==> src/rtl/ex_stage_if.sv <==
// EX stage port bundle: ID/EX operands in, EX/MEM results and stall request out.
interface ex_stage_if;
  logic [7:0]  aluop_i;
  logic [2:0]  alusel_i;
  logic [31:0] reg1_i;
  logic [31:0] reg2_i;
  logic [4:0]  wd_i;
  logic        wreg_i;
  logic [31:0] link_addr_i;
  logic [31:0] offset_i;

  logic [4:0]  wd_o;
  logic        wreg_o;
  logic [31:0] wdata_o;
  logic [7:0]  aluop_o;
  logic [31:0] mem_addr_o;
  logic [31:0] reg2_o;
  logic        stallreq_o;

  // ID/EX side: drives the instruction fields, consumes the results.
  modport master (
    output aluop_i, alusel_i, reg1_i, reg2_i, wd_i, wreg_i, link_addr_i, offset_i,
    input  wd_o, wreg_o, wdata_o, aluop_o, mem_addr_o, reg2_o, stallreq_o
  );

  // Execute stage side.
  modport slave (
    input  aluop_i, alusel_i, reg1_i, reg2_i, wd_i, wreg_i, link_addr_i, offset_i,
    output wd_o, wreg_o, wdata_o, aluop_o, mem_addr_o, reg2_o, stallreq_o
  );
endinterface

==> src/rtl/ex_stage.sv <==
// Execute stage: single-cycle logic/shift/arith/jump/load-store results and an
// iterative radix-2 restoring divider that stalls the pipeline while it works.
module ex_stage (
  input  logic       clk,
  input  logic       rst,
  ex_stage_if.slave  ex
);

  localparam logic [2:0] SEL_NOP       = 3'b000;
  localparam logic [2:0] SEL_LOGIC     = 3'b001;
  localparam logic [2:0] SEL_SHIFT     = 3'b010;
  localparam logic [2:0] SEL_DIV       = 3'b011;
  localparam logic [2:0] SEL_ARITH     = 3'b100;
  localparam logic [2:0] SEL_JUMP      = 3'b110;
  localparam logic [2:0] SEL_LOADSTORE = 3'b111;

  localparam logic [7:0] OP_NOP  = 8'h00;
  localparam logic [7:0] OP_AND  = 8'h24;
  localparam logic [7:0] OP_OR   = 8'h25;
  localparam logic [7:0] OP_XOR  = 8'h26;
  localparam logic [7:0] OP_SLL  = 8'h7C;
  localparam logic [7:0] OP_SRL  = 8'h02;
  localparam logic [7:0] OP_SRA  = 8'h03;
  localparam logic [7:0] OP_ADD  = 8'h20;
  localparam logic [7:0] OP_ADDU = 8'h21;
  localparam logic [7:0] OP_SUB  = 8'h22;
  localparam logic [7:0] OP_SUBU = 8'h23;
  localparam logic [7:0] OP_SLT  = 8'h2A;
  localparam logic [7:0] OP_SLTU = 8'h2B;
  localparam logic [7:0] OP_DIV  = 8'h1A;
  localparam logic [7:0] OP_DIVU = 8'h1B;
  localparam logic [7:0] OP_REM  = 8'h1C;
  localparam logic [7:0] OP_REMU = 8'h1D;

  typedef enum logic [1:0] {
    DIV_IDLE = 2'd0,
    DIV_BUSY = 2'd1,
    DIV_DONE = 2'd2
  } div_state_t;

  function automatic logic [31:0] neg32(input logic [31:0] v);
    return ~v + 32'd1;
  endfunction

  function automatic logic [31:0] abs32(input logic [31:0] v);
    return v[31] ? neg32(v) : v;
  endfunction

  div_state_t  state_r, state_s;
  logic [5:0]  cnt_r;
  logic [31:0] quo_r;      // dividend shifts out of the top, quotient bits shift in
  logic [31:0] rem_r;
  logic [31:0] dvsr_r;
  logic        neg_q_r, neg_r_r, sel_rem_r;

  logic        is_div_s, is_signed_s, is_rem_s, dvsr_zero_s;
  logic        start_s, zero_start_s, step_s, div_stall_s;
  logic [31:0] div_res_s, alu_res_s;
  logic [32:0] shifted_s, trial_s;

  assign is_div_s    = (ex.alusel_i == SEL_DIV);
  assign is_signed_s = (ex.aluop_i == OP_DIV) || (ex.aluop_i == OP_REM);
  assign is_rem_s    = (ex.aluop_i == OP_REM) || (ex.aluop_i == OP_REMU);
  assign dvsr_zero_s = (ex.reg2_i == 32'd0);

  // One restoring step: bring the next dividend bit into the partial remainder
  // and try subtracting the divisor; a borrow out of bit 32 means "restore".
  assign shifted_s = {rem_r, quo_r[31]};
  assign trial_s   = shifted_s - {1'b0, dvsr_r};

  // Single-cycle result for every class except the divider.
  always_comb begin
    alu_res_s = 32'd0;
    case (ex.alusel_i)
      SEL_LOGIC: begin
        case (ex.aluop_i)
          OP_AND:  alu_res_s = ex.reg1_i & ex.reg2_i;
          OP_OR:   alu_res_s = ex.reg1_i | ex.reg2_i;
          OP_XOR:  alu_res_s = ex.reg1_i ^ ex.reg2_i;
          default: alu_res_s = 32'd0;
        endcase
      end
      SEL_SHIFT: begin
        case (ex.aluop_i)
          OP_SLL:  alu_res_s = ex.reg1_i << ex.reg2_i[4:0];
          OP_SRL:  alu_res_s = ex.reg1_i >> ex.reg2_i[4:0];
          OP_SRA:  alu_res_s = $signed(ex.reg1_i) >>> ex.reg2_i[4:0];
          default: alu_res_s = 32'd0;
        endcase
      end
      SEL_ARITH: begin
        case (ex.aluop_i)
          OP_ADD, OP_ADDU: alu_res_s = ex.reg1_i + ex.reg2_i;
          OP_SUB, OP_SUBU: alu_res_s = ex.reg1_i - ex.reg2_i;
          OP_SLT:  alu_res_s = {31'd0, ($signed(ex.reg1_i) < $signed(ex.reg2_i))};
          OP_SLTU: alu_res_s = {31'd0, (ex.reg1_i < ex.reg2_i)};
          default: alu_res_s = 32'd0;
        endcase
      end
      SEL_JUMP: alu_res_s = ex.link_addr_i;
      default:  alu_res_s = 32'd0;   // NOP, LOADSTORE, DIV (handled by divider)
    endcase
  end

  // Divider FSM state register.
  always_ff @(posedge clk) begin
    if (rst) begin
      state_r <= DIV_IDLE;
    end else begin
      state_r <= state_s;
    end
  end

  // Divider next state, stall request and signed fix-up of the final result.
  always_comb begin
    state_s      = state_r;
    start_s      = 1'b0;
    zero_start_s = 1'b0;
    step_s       = 1'b0;
    div_stall_s  = 1'b0;
    div_res_s    = 32'd0;
    case (state_r)
      DIV_IDLE: begin
        if (is_div_s) begin
          div_stall_s = 1'b1;
          if (dvsr_zero_s) begin
            zero_start_s = 1'b1;
            state_s      = DIV_DONE;
          end else begin
            start_s = 1'b1;
            state_s = DIV_BUSY;
          end
        end else begin
          state_s = DIV_IDLE;
        end
      end
      DIV_BUSY: begin
        div_stall_s = 1'b1;
        step_s      = 1'b1;
        if (cnt_r == 6'd31) begin
          state_s = DIV_DONE;
        end else begin
          state_s = DIV_BUSY;
        end
      end
      DIV_DONE: begin
        state_s = DIV_IDLE;
        if (sel_rem_r) begin
          div_res_s = neg_r_r ? neg32(rem_r) : rem_r;
        end else begin
          div_res_s = neg_q_r ? neg32(quo_r) : quo_r;
        end
      end
      default: state_s = DIV_IDLE;
    endcase
  end

  // Divider datapath: latch magnitudes at start, then one quotient bit per cycle.
  always_ff @(posedge clk) begin
    if (rst) begin
      cnt_r     <= 6'd0;
      quo_r     <= 32'd0;
      rem_r     <= 32'd0;
      dvsr_r    <= 32'd0;
      neg_q_r   <= 1'b0;
      neg_r_r   <= 1'b0;
      sel_rem_r <= 1'b0;
    end else if (start_s) begin
      cnt_r     <= 6'd0;
      quo_r     <= is_signed_s ? abs32(ex.reg1_i) : ex.reg1_i;
      dvsr_r    <= is_signed_s ? abs32(ex.reg2_i) : ex.reg2_i;
      rem_r     <= 32'd0;
      neg_q_r   <= is_signed_s & (ex.reg1_i[31] ^ ex.reg2_i[31]);
      neg_r_r   <= is_signed_s & ex.reg1_i[31];
      sel_rem_r <= is_rem_s;
    end else if (zero_start_s) begin
      // Divide by zero bypasses the iterations; results are taken verbatim.
      cnt_r     <= 6'd0;
      quo_r     <= 32'hFFFF_FFFF;
      rem_r     <= ex.reg1_i;
      dvsr_r    <= 32'd0;
      neg_q_r   <= 1'b0;
      neg_r_r   <= 1'b0;
      sel_rem_r <= is_rem_s;
    end else if (step_s) begin
      cnt_r <= cnt_r + 6'd1;
      if (trial_s[32]) begin
        rem_r <= shifted_s[31:0];
        quo_r <= {quo_r[30:0], 1'b0};
      end else begin
        rem_r <= trial_s[31:0];
        quo_r <= {quo_r[30:0], 1'b1};
      end
    end
  end

  // Output mux; everything is forced quiet while reset is held.
  always_comb begin
    if (rst) begin
      ex.wd_o       = 5'd0;
      ex.wreg_o     = 1'b0;
      ex.wdata_o    = 32'd0;
      ex.aluop_o    = OP_NOP;
      ex.mem_addr_o = 32'd0;
      ex.reg2_o     = 32'd0;
      ex.stallreq_o = 1'b0;
    end else begin
      ex.wd_o       = ex.wd_i;
      ex.wreg_o     = ex.wreg_i;
      ex.wdata_o    = is_div_s ? div_res_s : alu_res_s;
      ex.aluop_o    = ex.aluop_i;
      ex.mem_addr_o = ex.reg1_i + ex.offset_i;
      ex.reg2_o     = ex.reg2_i;
      ex.stallreq_o = div_stall_s;
    end
  end

endmodule

==> src/flat_wrapper.sv <==
// flat-port wrapper written by rule: the top's interface ports become plain ports
module ex_stage_flat 
  (clk, rst, ex_aluop_i, ex_alusel_i, ex_reg1_i, ex_reg2_i, ex_wd_i, ex_wreg_i, ex_link_addr_i, ex_offset_i, ex_wd_o, ex_wreg_o, ex_wdata_o, ex_aluop_o, ex_mem_addr_o, ex_reg2_o, ex_stallreq_o);
  ex_stage_if ex_i ();
  input  logic clk;
  input  logic rst;
  input wire logic [$bits(ex_i.aluop_i)-1:0] ex_aluop_i;
  input wire logic [$bits(ex_i.alusel_i)-1:0] ex_alusel_i;
  input wire logic [$bits(ex_i.reg1_i)-1:0] ex_reg1_i;
  input wire logic [$bits(ex_i.reg2_i)-1:0] ex_reg2_i;
  input wire logic [$bits(ex_i.wd_i)-1:0] ex_wd_i;
  input wire logic [$bits(ex_i.wreg_i)-1:0] ex_wreg_i;
  input wire logic [$bits(ex_i.link_addr_i)-1:0] ex_link_addr_i;
  input wire logic [$bits(ex_i.offset_i)-1:0] ex_offset_i;
  output wire logic [$bits(ex_i.wd_o)-1:0] ex_wd_o;
  output wire logic [$bits(ex_i.wreg_o)-1:0] ex_wreg_o;
  output wire logic [$bits(ex_i.wdata_o)-1:0] ex_wdata_o;
  output wire logic [$bits(ex_i.aluop_o)-1:0] ex_aluop_o;
  output wire logic [$bits(ex_i.mem_addr_o)-1:0] ex_mem_addr_o;
  output wire logic [$bits(ex_i.reg2_o)-1:0] ex_reg2_o;
  output wire logic [$bits(ex_i.stallreq_o)-1:0] ex_stallreq_o;
  assign ex_i.aluop_i = ex_aluop_i;
  assign ex_i.alusel_i = ex_alusel_i;
  assign ex_i.reg1_i = ex_reg1_i;
  assign ex_i.reg2_i = ex_reg2_i;
  assign ex_i.wd_i = ex_wd_i;
  assign ex_i.wreg_i = ex_wreg_i;
  assign ex_i.link_addr_i = ex_link_addr_i;
  assign ex_i.offset_i = ex_offset_i;
  assign ex_wd_o = ex_i.wd_o;
  assign ex_wreg_o = ex_i.wreg_o;
  assign ex_wdata_o = ex_i.wdata_o;
  assign ex_aluop_o = ex_i.aluop_o;
  assign ex_mem_addr_o = ex_i.mem_addr_o;
  assign ex_reg2_o = ex_i.reg2_o;
  assign ex_stallreq_o = ex_i.stallreq_o;
  ex_stage u_core (.clk(clk), .rst(rst), .ex(ex_i));
endmodule
==> config.mk <==
export PLATFORM = sky130hd
export DESIGN_NAME = ex_stage_flat
export DESIGN_NICKNAME = d
export VERILOG_FILES = /design/src/rtl/ex_stage_if.sv /design/src/rtl/ex_stage.sv /design/src/flat_wrapper.sv
export SDC_FILE = /design/constraint.sdc
export NUM_CORES = 1
export LEC_CHECK = 0
export ABC_CLOCK_PERIOD_IN_PS = 6200
export CORE_MARGIN = 2
export CORE_UTILIZATION = 50
export DETAILED_ROUTE_END_ITERATION = 7
export PLACE_DENSITY = 0.73
export SLEW_MARGIN = 20
export SYNTH_ARGS = -nofsm -noshare
export SYNTH_HDL_FRONTEND = slang
export SYNTH_SLANG_ARGS = --single-unit
export TNS_END_PERCENT = 50
==> constraint.sdc <==
create_clock -name clk -period 6.2 [get_ports clk]
set_input_delay 1.24 -clock clk [delete_from_list [all_inputs] [get_ports clk]]
set_output_delay 1.24 -clock clk [all_outputs]
set_load 0.02 [all_outputs]
==> run metrics <==
Int Pwr=0.00219 W; Max Fanout on Critical Path=5; routability cong.=1.12; gr usage total=49.6%; RSZ-0062 raised after global routing=true; Reg2Reg Capture Point=u_core.rem_r[29]; Initial DRC Count=4058; Logic pwr share=67.4%; Hold Slack=0.463 ns; HP Class=register to register; cts-stage hold buffer count=0; origin of the critical flop-to-flop path=u_core.quo_r[31]; sw frac=48.7%; FFs w/ async S/R, synth=0%; Req. time, crit path=4.96 ns; initial antenna violation count=2; number of warnings issued by yosys=0; Synth Register Bits=107; vias per inst=6.88; post-place setup slack=-0.572 ns; I/O Pins=258; largest net degree at the start of global routing=145; Psw=0.00207 W; DR DRC count=0; FP Rows=74; PnR worst setup slack=0.0674 ns; Tcrit/Tclk final=98.9%; clock slew at reported path FFs=0.08 ns; slew margin rel.=21.3%; P&R area growth vs syn=29.0%; count of cell types in the netlist=87; Worst R2R Setup Slack=1.92 ns; clk_lat worst skew=0.38 ns; CP startpoint=ex_aluop_i[3]; post-layout util=65.2%; most frequent cell after synthesis=nor2_1; CP Launch Type=input pin; status=finished, final reports clean; Worst Setup EP=ex_wdata_o[10]; Max Freq=163 MHz; htree depth=3; Crit Path Category=input pin to output pin; Layout Nets=3713; total grt overflow=0; synth top area cells=dfxtp_1, ha_1, a21oi_1; CTS max path bufs=2; syn_area_per_cell=7.03 µm²; DP Area=26200 µm²; vias in the first global route=25199; post-synthesis sequential area ratio=10.4%; Leak Pwr=11.4 nW; via count=27019; Worst Setup End Kind=output pin; WL/cell=27.9 µm; setup violators final=0; Die X=207 µm; clock skew=0.0103 ns; placed insts=3913; final WL=110 mm; total CTS buffers=9; post-route cell area=26600 µm²; TritonCTS clock tree=done; drt pass-1 iters=7; dpl hpwl=86.0 mm; first-pass GRT wire length=159 mm; Clock power frac=13.8%; ys flop type=dfxtp_1; final hold viol count=0; Slew Viols, Final=0; die area=42800 µm²; Seq pwr share=18.7%; core area=40700 µm²; synthesized area=20600 µm²; Post-synth EDFFs=0; fillers=3620; Power Dens Cells=160 nW/µm²; leading area contributor after synthesis=dfxtp_1; Initial Util=50.5%; n_diodes=0; post-synth top area share=10.4%; synthesized instance count=2929; Die Y=207 µm; Non-Filler Instances=3930; Max VDD drop=0.809 mV; Arrival @ worst endpoint=4.89 ns; Final ANT Viol Nets=0; commonest cells in the netlist=nor2_1, a21oi_1, inv_1; clock sink total=107; Min Clock Period, post-route=6.13 ns; actual transition at the worst max-transition pin=1.18 ns; clock root buffer=clkbuf_16; layout cells sized above 1=17.2%; port bufs=257; Net Count, Synth=3248; Reg2Reg Depth=12; max-cap violation count=0
how the worst min path moves through the flow:
stage / startpoint / end / slack [ns] / depth (start not counted)
after global placement: u_core.dvsr_r[31] / u_core.dvsr_r[31] / 0.45 / 2
after global routing: u_core.dvsr_r[31] / u_core.dvsr_r[31] / 0.49 / 2
final: u_core.dvsr_r[31] / u_core.dvsr_r[31] / 0.46 / 2
after floorplan: u_core.dvsr_r[0] / u_core.dvsr_r[0] / 0.43 / 2
after detailed placement: u_core.dvsr_r[31] / u_core.dvsr_r[31] / 0.45 / 2
after CTS: u_core.dvsr_r[31] / u_core.dvsr_r[31] / 0.46 / 2
registers in the layout, indices dropped and copies added, names as in the netlist:
register	cells
u_core.sel_rem_r	1
u_core.neg_r_r	1
u_core.state_r	2
u_core.dvsr_r	32
u_core.rem_r	32
u_core.neg_q_r	1
u_core.cnt_r	6
u_core.quo_r	32
power by group through the flow:
stage	combinational (W)	clock, W	sequential (W)
detailed placement	0.00274	0	0.000807
CTS	0.00275	0.000582	0.000791
global route	0.00302	0.000610	0.000800
global placement	0.00268	0	0.000803
floorplan	0.00172	0	0.000782
finish	0.00287	0.000590	0.000798
final cells by class:
cell class | count | area (µm²) | area share, %
Clock inverter | 6 | 57.6 | 0.217
Sequential cell | 107 | 2140 | 8.07
Multi-Input combinational cell | 2392 | 16900 | 63.7
Timing Repair Buffer | 682 | 5790 | 21.8
Clock buffer | 9 | 225 | 0.848
Inverter | 202 | 758 | 2.85
Tap cell | 532 | 666 | 2.51
metal layers:
metal,routed length (µm),part of all wire [%],vias to the layer above,global-route usage (%)
met1,40200,37,12589,61.7
met4,10700,9.7,4,38.7
li1,-,-,11697,-
met2,44700,41,2201,72.3
met3,14100,13,528,13.7
met5,27,0.025,-,0
cell usage in the layout, fill, tap and decap left out, types with 50 or more instances in the layout:
cell type,netlist,final
nand3_1,61,60
inv_1,196,196
o22ai_1,67,67
nor3_1,67,66
ha_1,168,168
clkdlybuf4s50_1,0,216
xor2_1,50,50
dfxtp_1,107,105
mux4_2,54,54
nor2_1,320,319
mux2i_1,96,96
and3_1,56,56
xnor2_1,136,136
o21ai_0,155,152
buf_4,0,423
nand2_1,194,194
a31oi_1,56,54
a221oi_1,50,50
a21oi_1,270,268
timing repair:
item | CTS | global route
setup buffers | 1 | 1
gates resized for setup | 42 | 36
pin swaps | 2 | 6
setup endpoints to repair | 26 | 27
gates cloned | 0 | 0
through the flow:
| step | total power (W) | TNS (ns) |
|---|---|---|
| floorplan | 0.00250 | 0 |
| global placement | 0.00349 | -4.58 |
| detailed placement | 0.00354 | -5.42 |
| CTS | 0.00413 | 0 |
| global route | 0.00443 | -0.0859 |
| finish | 0.00426 | 0 |
cells by family after synthesis:
| family | Yosys count | share of synthesized area (%) |
|---|---|---|
| buffers and inverters | 430 | 8.02 |
| and+or+nand+nor | 922 | 21.7 |
| adders and majority gates | 172 | 10.6 |
| AOI/OAI and AO/OA | 948 | 30.0 |
| muxes | 164 | 11.3 |
| DFF | 107 | 10.4 |
| xor gates and xnor gates | 186 | 7.91 |
critical path, stage by stage:
cell and delay [ns]:
clkdlybuf4s50_1 0.70, nor4bb_1 0.49, and4_1 0.49, o21ai_0 0.18, buf_4 0.17, o21ai_0 0.07
nor2_1 0.06, a21oi_1 0.15, o21ai_0 0.10, buf_4 0.15, a31oi_1 0.39, clkdlybuf4s50_1 0.71
Power figures use the tool's default switching activity.
